==> config.mk <==
export PLATFORM = sky130hd
export DESIGN_NAME = uart_rx_deframer
export DESIGN_NICKNAME = d
export VERILOG_FILES = /design/src/rtl/uart_rx_deframer_pkg.sv /design/src/rtl/uart_rx_sync.sv /design/src/rtl/uart_rx_deframer.sv
export SDC_FILE = /design/constraint.sdc
export NUM_CORES = 1
export LEC_CHECK = 0
export ABC_CLOCK_PERIOD_IN_PS = 2600
export CAP_MARGIN = 30
export CORE_MARGIN = 4
export CORE_UTILIZATION = 39
export CTS_BUF_LIST = sky130_fd_sc_hd__clkbuf_16
export DETAILED_ROUTE_END_ITERATION = 10
export HOLD_SLACK_MARGIN = 0.15
export RECOVER_POWER = 100
export SLEW_MARGIN = 20
export SYNTH_ARGS = -nofsm -noshare
export SYNTH_HDL_FRONTEND = slang
export SYNTH_HIERARCHICAL = 1
export SYNTH_SLANG_ARGS = --single-unit
==> constraint.sdc <==
create_clock -name s_clk -period 2.6 [get_ports s_clk]
set_input_delay 0.52 -clock s_clk [delete_from_list [all_inputs] [get_ports s_clk]]
set_output_delay 0.52 -clock s_clk [all_outputs]
set_load 0.02 [all_outputs]
==> src/rtl/uart_rx_deframer_pkg.sv <==
// Shared types and frame-format constants for the UART receive path.
// The future transmitter imports the same package.
package uart_rx_deframer_pkg;

  typedef enum logic [1:0] {
    IDLE  = 2'd0,
    START = 2'd1,
    DATA  = 2'd2,
    STOP  = 2'd3
  } rx_state_t;

  localparam int DEFAULT_DIV = 868;  // 100 MHz / 115200 baud
  localparam int DATA_BITS   = 8;
  localparam int STOP_BITS   = 1;

endpackage

==> src/rtl/uart_rx_sync.sv <==
// Two-flop synchronizer with a falling-edge detector. All flops reset to 1,
// so an idle-high line never produces a spurious edge when reset releases.
module uart_rx_sync (
  input  logic clk,
  input  logic rst,
  input  logic d,
  output logic q,
  output logic fall
);

  logic meta;
  logic prev;

  always_ff @(posedge clk or posedge rst) begin
    if (rst) begin
      meta <= 1'b1;
      q    <= 1'b1;
      prev <= 1'b1;
    end else begin
      meta <= d;
      q    <= meta;
      prev <= q;
    end
  end

  assign fall = prev & ~q;

endmodule

==> src/rtl/uart_rx_deframer.sv <==
// 8N1 receiver: oversamples rxd, recovers bytes and hands them to the FIFO
// write side through a single-entry valid/ready slot.
module uart_rx_deframer
  import uart_rx_deframer_pkg::*;
#(
  parameter int DIV      = DEFAULT_DIV,
  parameter int CNT_BITS = 16
) (
  input  logic       s_clk,
  input  logic       s_rst,
  input  logic       rxd,
  output logic       m_valid,
  input  logic       m_ready,
  output logic [7:0] m_data,
  output logic       frame_err,
  output logic       overrun,
  output logic       busy
);

  localparam int IDX_W = $clog2(DATA_BITS);
  localparam logic [CNT_BITS-1:0] HALF_M1  = CNT_BITS'(DIV / 2 - 1);
  localparam logic [CNT_BITS-1:0] FULL_M1  = CNT_BITS'(DIV - 1);
  localparam logic [IDX_W-1:0]    LAST_IDX = IDX_W'(DATA_BITS - 1);

  rx_state_t             state, state_nxt;
  logic [CNT_BITS-1:0]   cnt, cnt_nxt;
  logic [IDX_W-1:0]      idx, idx_nxt;
  logic [DATA_BITS-1:0]  shreg, shreg_nxt;
  logic                  rx_s, fall;
  logic                  stop_tick, slot_free, load, ferr_nxt, ovr_nxt;

  uart_rx_sync u_sync (
    .clk  (s_clk),
    .rst  (s_rst),
    .d    (rxd),
    .q    (rx_s),
    .fall (fall)
  );

  always_ff @(posedge s_clk or posedge s_rst) begin
    if (s_rst) begin
      state <= IDLE;
      cnt   <= '0;
      idx   <= '0;
      shreg <= '0;
    end else begin
      state <= state_nxt;
      cnt   <= cnt_nxt;
      idx   <= idx_nxt;
      shreg <= shreg_nxt;
    end
  end

  always_comb begin
    state_nxt = state;
    cnt_nxt   = cnt + CNT_BITS'(1);
    idx_nxt   = idx;
    shreg_nxt = shreg;
    case (state)
      IDLE: begin
        // Only a real 1->0 transition starts a frame; a held-low line does not.
        cnt_nxt = '0;
        if (fall) state_nxt = START;
      end
      START: begin
        if (cnt == HALF_M1) begin
          cnt_nxt   = '0;
          idx_nxt   = '0;
          state_nxt = rx_s ? IDLE : DATA;
        end
      end
      DATA: begin
        if (cnt == FULL_M1) begin
          cnt_nxt   = '0;
          shreg_nxt = {rx_s, shreg[DATA_BITS-1:1]};
          idx_nxt   = idx + IDX_W'(1);
          if (idx == LAST_IDX) state_nxt = STOP;
        end
      end
      STOP: begin
        if (cnt == FULL_M1) begin
          cnt_nxt   = '0;
          state_nxt = IDLE;
        end
      end
      default: state_nxt = IDLE;
    endcase
  end

  always_comb begin
    stop_tick = (state == STOP) && (cnt == FULL_M1);
    // A beat accepted this cycle frees the slot for a same-cycle load.
    slot_free = ~m_valid | m_ready;
    load      = stop_tick & rx_s & slot_free;
    ovr_nxt   = stop_tick & rx_s & ~slot_free;
    ferr_nxt  = stop_tick & ~rx_s;
    busy      = (state != IDLE);
  end

  always_ff @(posedge s_clk or posedge s_rst) begin
    if (s_rst) begin
      m_valid   <= 1'b0;
      m_data    <= '0;
      frame_err <= 1'b0;
      overrun   <= 1'b0;
    end else begin
      m_valid   <= load | (m_valid & ~m_ready);
      if (load) m_data <= shreg;
      frame_err <= ferr_nxt;
      overrun   <= ovr_nxt;
    end
  end

endmodule

=== Word-level counts from Yosys, hierarchy flattened ===
Index checks and enable logic that the tools add are counted.
W data, S select, Z words.

* $add $sub $neg: 2
* Equality and inequality tests: 11
* Mux-type cells: 13
* Bitwise gates (word level): 12
* Reductions and logical operators: 8

{| class="wikitable"
|+ Operators by type and width
! kind !! count
|-
| $pmux W16 S3 || 1
|-
| $mux W16 || 2
|-
| $add A16 B1 Y16 const B || 1
|-
| $eq A16 B10 Y1 const B || 1
|-
| $eq A16 B9 Y1 const B || 1
|-
| $mux W2 || 6
|-
| $ne A2 B2 Y1 const B || 5
|-
| $pmux W2 S4 || 1
|-
| $and A1 B1 Y1 || 6
|-
| $mux W3 || 2
|-
| $pmux W3 S2 || 1
|-
| $reduce_and A5 Y1 || 1
|-
| $eq A2 B2 Y1 const B || 2
|-
| $not A1 Y1 || 4
|-
| $reduce_bool A2 Y1 || 2
|-
| $add A3 B1 Y3 const B || 1
|-
| $eq A3 B3 Y1 const B || 1
|-
| $reduce_and A3 Y1 || 1
|-
| $eq A2 B1 Y1 const B || 1
|-
| $logic_not A2 Y1 || 1
|-
| $or A1 B1 Y1 || 2
|-
| $reduce_and A2 Y1 || 1
|-
| $reduce_or A2 Y1 || 1
|-
| $logic_and A1 B1 Y1 || 1
|}

* Register bits: 43
* Input port bits: 4
* Output and inout port bits: 12
* Logic and storage cells: 57

=== Depth between registers and ports, before layout ===
* Word-level depth: 5
* Gate-level depth with buffers: 7
* Depth with buffers taken out: 6

=== By module ===
Netlist, hierarchy kept.

{| class="wikitable"
|+ Modules (own cells, without submodules)
! module !! instances !! cells each !! area each (um2) !! seq. area each (um2)
|-
| uart_rx_deframer || 1 || 160 || 1,870.5 || 1,001.0
|-
| uart_rx_sync || 1 || 5 || 96.3 || 78.8
|}

=== Worst setup path after synthesis ===
Ideal clock, no wire load.

* Path kind: reg-to-reg
* Start point: reg cnt[2]
* End point: reg idx[2]
* Setup time: 0.125 ns
* Arrival: 1.696 ns
* Path slack: 0.780 ns
* Cell stages (with the launch flop): 5
* Path buffers: 0
* Clock period less this slack: 1.820 ns
* Path through: dfrtp_1 nor4_4 nand4_4 nor3_4 mux2_2

* Longest elaborated chain between the ends: 3
* Elaborated cells on any way between the ends: 5
* Those cells by class: eq/ne: 4; reduce/logical: 1

{| class="wikitable"
|+ Ends and longest elaborated chain
! element !! line !! text
|-
| start: declaration || uart_rx_deframer.sv:26 || <nowiki>logic [CNT_BITS-1:0] cnt, cnt_nxt;</nowiki>
|-
| start signal: assignment || uart_rx_deframer.sv:48 || <nowiki>cnt <= cnt_nxt;</nowiki>
|-
| $eq A16 B10 Y1 / $eq A16 B9 Y1 (equally long branches) || uart_rx_deframer.sv:73, uart_rx_deframer.sv:66 ||
|-
| $ne A2 B2 Y1 (no line) || -- ||
|-
| $reduce_and A3 Y1 (no line) (*) || -- ||
|-
| end signal: assignment || uart_rx_deframer.sv:49 || <nowiki>idx <= idx_nxt;</nowiki>
|-
| end: declaration || uart_rx_deframer.sv:27 || <nowiki>logic [IDX_W-1:0] idx, idx_nxt;</nowiki>
|}

Every way passes the cells marked *; elsewhere a longest branch is shown, timed or not.
A chain may end at the register's enable or synchronous reset.

=== Final worst setup path ===
* Start point: reg state[0]
* End point: out busy

* Longest elaborated chain between the ends: 1

{| class="wikitable"
|+ Ends and longest elaborated chain
! element !! line !! text
|-
| start: declaration || uart_rx_deframer.sv:25 || <nowiki>rx_state_t state, state_nxt;</nowiki>
|-
| start signal: assignment || uart_rx_deframer.sv:47 || <nowiki>state <= state_nxt;</nowiki>
|-
| $reduce_bool A2 Y1 || uart_rx_deframer.sv:97 || <nowiki>busy = (state != IDLE);</nowiki>
|-
| end: declaration || uart_rx_deframer.sv:17 || <nowiki>output logic busy</nowiki>
|}

No other way between the ends.

==> summary.json <==
{
  "detailed_routing": {
    "dr_vias": 1277,
    "routed_via_density": 5.047,
    "drt_iter0_drc": 65,
    "detail_route.first_pass.iterations": 4,
    "drcViolationCount": 0,
    "detail_route.wirelength_microns": 3624,
    "post_drt_wl_per_cell_microns": 14.32,
    "antenna_left": 0
  },
  "clock_tree": {
    "cts.repair_timing.setup_buffer_count": 0,
    "clock_path_buffers": 2,
    "cts.reportedPaths.clkPinSlew_ns": 0.06,
    "clock-sinks": 43,
    "cts_hold_buf": 0,
    "tritoncts": "built",
    "worstSkewPairLatency_ns": 0.28,
    "cts.root.buffer_cell": "sky130_fd_sc_hd__clkbuf_16",
    "cts_max_level": 2,
    "cts_inserted_buffers": 5,
    "post_cts_resize_count": 0
  },
  "worst_setup_path": {
    "setup.worst_path.start": "state[0]",
    "criticalPathCategory": "reg -> out",
    "worst_r2r_endpoint": "shreg[3]",
    "rr_startpoint": "cnt[2]",
    "critical_path.endpoint": "busy",
    "critical_path_s_slowest_cell": "sky130_fd_sc_hd__dlygate4sd3_1",
    "worst-path-max-fanout": 10,
    "ff2ff_setup_slack_ns": 0.26,
    "cp.required_ns": 2.08,
    "worst-path-stages": 3,
    "worstRegToRegCells": 4,
    "timing.critical_path.slowest_cell_delay_ns": 0.68,
    "cp_cell_sequence": "clkinv_1 > nand2_1 > dlygate4sd3_1",
    "critPathTopFamily": "buffers and inverters",
    "arrival_ns": 1.83,
    "critical_path.startpoint_type": "register",
    "worstSetupEndpointType": "primary output",
    "critical_path_buf_inv_count": 2
  },
  "die": {
    "die_h_microns": 79.02,
    "die_width_microns": 79.02,
    "core_area_sq_um": 4817,
    "boundaryPins": 16,
    "initial_core_utilization_pct": 40.83,
    "rows": 25,
    "die-area_sq_um": 6243
  },
  "pwr": {
    "power_density_nw_per_um2": 728.6,
    "ir_drop_mv": 0.4040,
    "power_leakage_uw": 0.001066
  },
  "timing": {
    "fmax_mhz": 425.3,
    "final_critical_path_setup_slack_ns": 0.2489,
    "finalHoldViolations": 0,
    "final_worst_path_period_share_pct": 90.43,
    "finalClockSkew_ns": 0.002131,
    "fin_setup_tns_ns": 0,
    "pins_over_slew_limit": 0,
    "worst-slew-pin-transition_ns": 1.010,
    "grt_setup_unrepaired": "false",
    "slew-limit-headroom_pct": 32.64,
    "finalCriticalPeriod_ns": 2.351,
    "setup_viol": 0
  },
  "cells_and_area": {
    "area_growth_pct": 18.70,
    "utilization_pct": 48.47,
    "final_layout_size_suffix_gt1_share_pct": 17.74,
    "fillCellCount": 453,
    "num_antenna_cells": 0,
    "layout.nets": 193,
    "layout.cells.most_common": "sky130_fd_sc_hd__dfrtp_1",
    "final_cell_mix": "40 x sky130_fd_sc_hd__dfrtp_1, 21 x sky130_fd_sc_hd__nor2_1, 16 x sky130_fd_sc_hd__mux2_2"
  },
  "placed_design": {
    "dp_worst_setup_slack_ns": 0.4965,
    "place.gp.congestion": 0.8538,
    "hpwl_microns": 2560,
    "port_buffers": 15
  },
  "logic_synthesis": {
    "synth.distinct_cells": 35,
    "yosys_warnings": 6,
    "post_synth_inst_count": 165,
    "syn_avg_cell_area_sq_um": 11.92,
    "synth_area_sq_um": 1967,
    "ys_seq_area_share_pct": 54.90,
    "post_synthesis_net_count": 173,
    "ys_seq_elements": 43
  },
  "global_route": {
    "grtUsageTotal_pct": 13.12,
    "grt.overflow.total": 0,
    "grt_start_max_net_pins": 41,
    "wire_length_of_the_first_global_routing_pass_microns": 6320,
    "first_global_vias": 1294,
    "antenna_found_initial": 0
  },
  "job": {
    "maxCapViolCount": 0
  },
  "min_path": {
    "timing.hold.worst.class": "reg -> reg"
  },
  "run_status": {
    "outcome": "finished clean"
  }
}
flip-flops by register name (all words and copies together), names as in the netlist, named ones only:
register     count
shreg            8
u_sync/q         1
frame_err        1
u_sync/meta      1
overrun          1
cnt             16
m_valid          1
state            1
m_data           8
idx              3
u_sync/prev      1
worst reg2reg max path: cells and delay by family (launching register included):
family | cells | cell delay (ns)
mux | 1 | 0.42
flops | 1 | 0.45
simple gates | 3 | 1.35
layer usage:
| metal | global-route usage (%) | wire length, microns | share of wire [%] |
|---|---|---|---|
| met1 | 16.14 | 1636 | 45 |
| met2 | 21.13 | 1794 | 50 |
| met3 | 4.535 | 154 | 4.2 |
| met4 | 5.155 | 38 | 1.0 |
| met5 | 0 | 0 | 0 |
where the power goes:
group | internal (uW) | switching [uW]
logic | 92.3 | 96.3
registers | 727 | 79.5
clock network | 452 | 253
synthesized netlist by cell type:
master                     count  area, sq um
sky130_fd_sc_hd__and4_1        2        17.52
sky130_fd_sc_hd__nor4_4        2        42.54
sky130_fd_sc_hd__nand3_1       5        25.02
sky130_fd_sc_hd__nor3_4        1        16.27
sky130_fd_sc_hd__nor2_1       21        78.83
sky130_fd_sc_hd__mux2_1        1        11.26
sky130_fd_sc_hd__o41ai_1       1        8.760
sky130_fd_sc_hd__nand4_1       5        31.28
sky130_fd_sc_hd__o31a_1        1        8.760
sky130_fd_sc_hd__nor3b_1       1        7.510
sky130_fd_sc_hd__ha_1          4        50.05
sky130_fd_sc_hd__nor2b_4       1        13.76
sky130_fd_sc_hd__nor4_1        5        31.28
sky130_fd_sc_hd__dfrtp_1      40         1001
sky130_fd_sc_hd__nand2_1       7        26.28
sky130_fd_sc_hd__o21ai_0       1        5.000
sky130_fd_sc_hd__a22oi_2       1        12.51
sky130_fd_sc_hd__o22ai_1       1        6.260
sky130_fd_sc_hd__xor2_1        1        8.760
sky130_fd_sc_hd__nand2b_1      1        6.260
sky130_fd_sc_hd__clkinv_1      1        3.750
sky130_fd_sc_hd__xnor2_1      13        113.9
sky130_fd_sc_hd__inv_1         7        26.28
sky130_fd_sc_hd__buf_2         2        10.01
sky130_fd_sc_hd__dfstp_2       3        78.83
sky130_fd_sc_hd__nor3_1        8        40.04
sky130_fd_sc_hd__clkbuf_1      1        3.750
sky130_fd_sc_hd__and3_1        2        12.51
sky130_fd_sc_hd__a21oi_1       4        20.02
sky130_fd_sc_hd__nor4bb_1      1        10.01
sky130_fd_sc_hd__nand4_4       1        21.27
sky130_fd_sc_hd__mux2_2       16        180.2
sky130_fd_sc_hd__nand3_2       1        10.01
sky130_fd_sc_hd__a211oi_1      2        15.01
sky130_fd_sc_hd__and4bb_2      1        12.51
metrics by stage:
stage / instances / hold slack, ns / cell area [sq um] / power, uW
CTS: 253 / 0.3658 / 2364 / 1723
global route: 253 / 0.3748 / 2335 / 1787
detailed placement: 245 / 0.3543 / 2195 / 1015
global placement: 245 / 0.3454 / 2195 / 1002
finish: 253 / 0.3693 / 2335 / 1701
floorplan: 165 / 0.3452 / 1967 / 960.8
cell type report:
cell class                 instances  area, sq um  area share, %
sequential                        43         1080          46.25
multi-input combinational        111        817.0          34.99
tap                               67        83.83          3.591
clock inverter                     3        43.79          1.876
clock buffer                       5        125.1          5.359
inverter                           8        30.03          1.286
timing repair buffer              16        155.1          6.645
how the worst min path moves through the flow:
| stage | end | slack [ns] | from | cells after the start |
|---|---|---|---|---|
| after global routing | u_sync/q | 0.37 | u_sync/meta | 0 |
| after global placement | u_sync/q | 0.35 | u_sync/meta | 0 |
| after floorplan | u_sync/q | 0.35 | u_sync/meta | 0 |
| after CTS | u_sync/q | 0.37 | u_sync/meta | 0 |
| after detailed placement | u_sync/q | 0.35 | u_sync/meta | 0 |
| final | u_sync/q | 0.37 | u_sync/meta | 0 |
cells by family (layout without fill, tap and decap cells):
logic type / Yosys count / count (layout) / synth area share, %
xor+xnor: 14 / 14 / 6.234
buf+inv: 11 / 32 / 2.226
flops: 43 / 43 / 54.90
mux: 17 / 17 / 9.733
fa+ha+maj: 4 / 4 / 2.545
simple gates: 65 / 65 / 20.48
compound gates: 11 / 11 / 3.880
No activity file was read; power rests on OpenSTA's default activity.
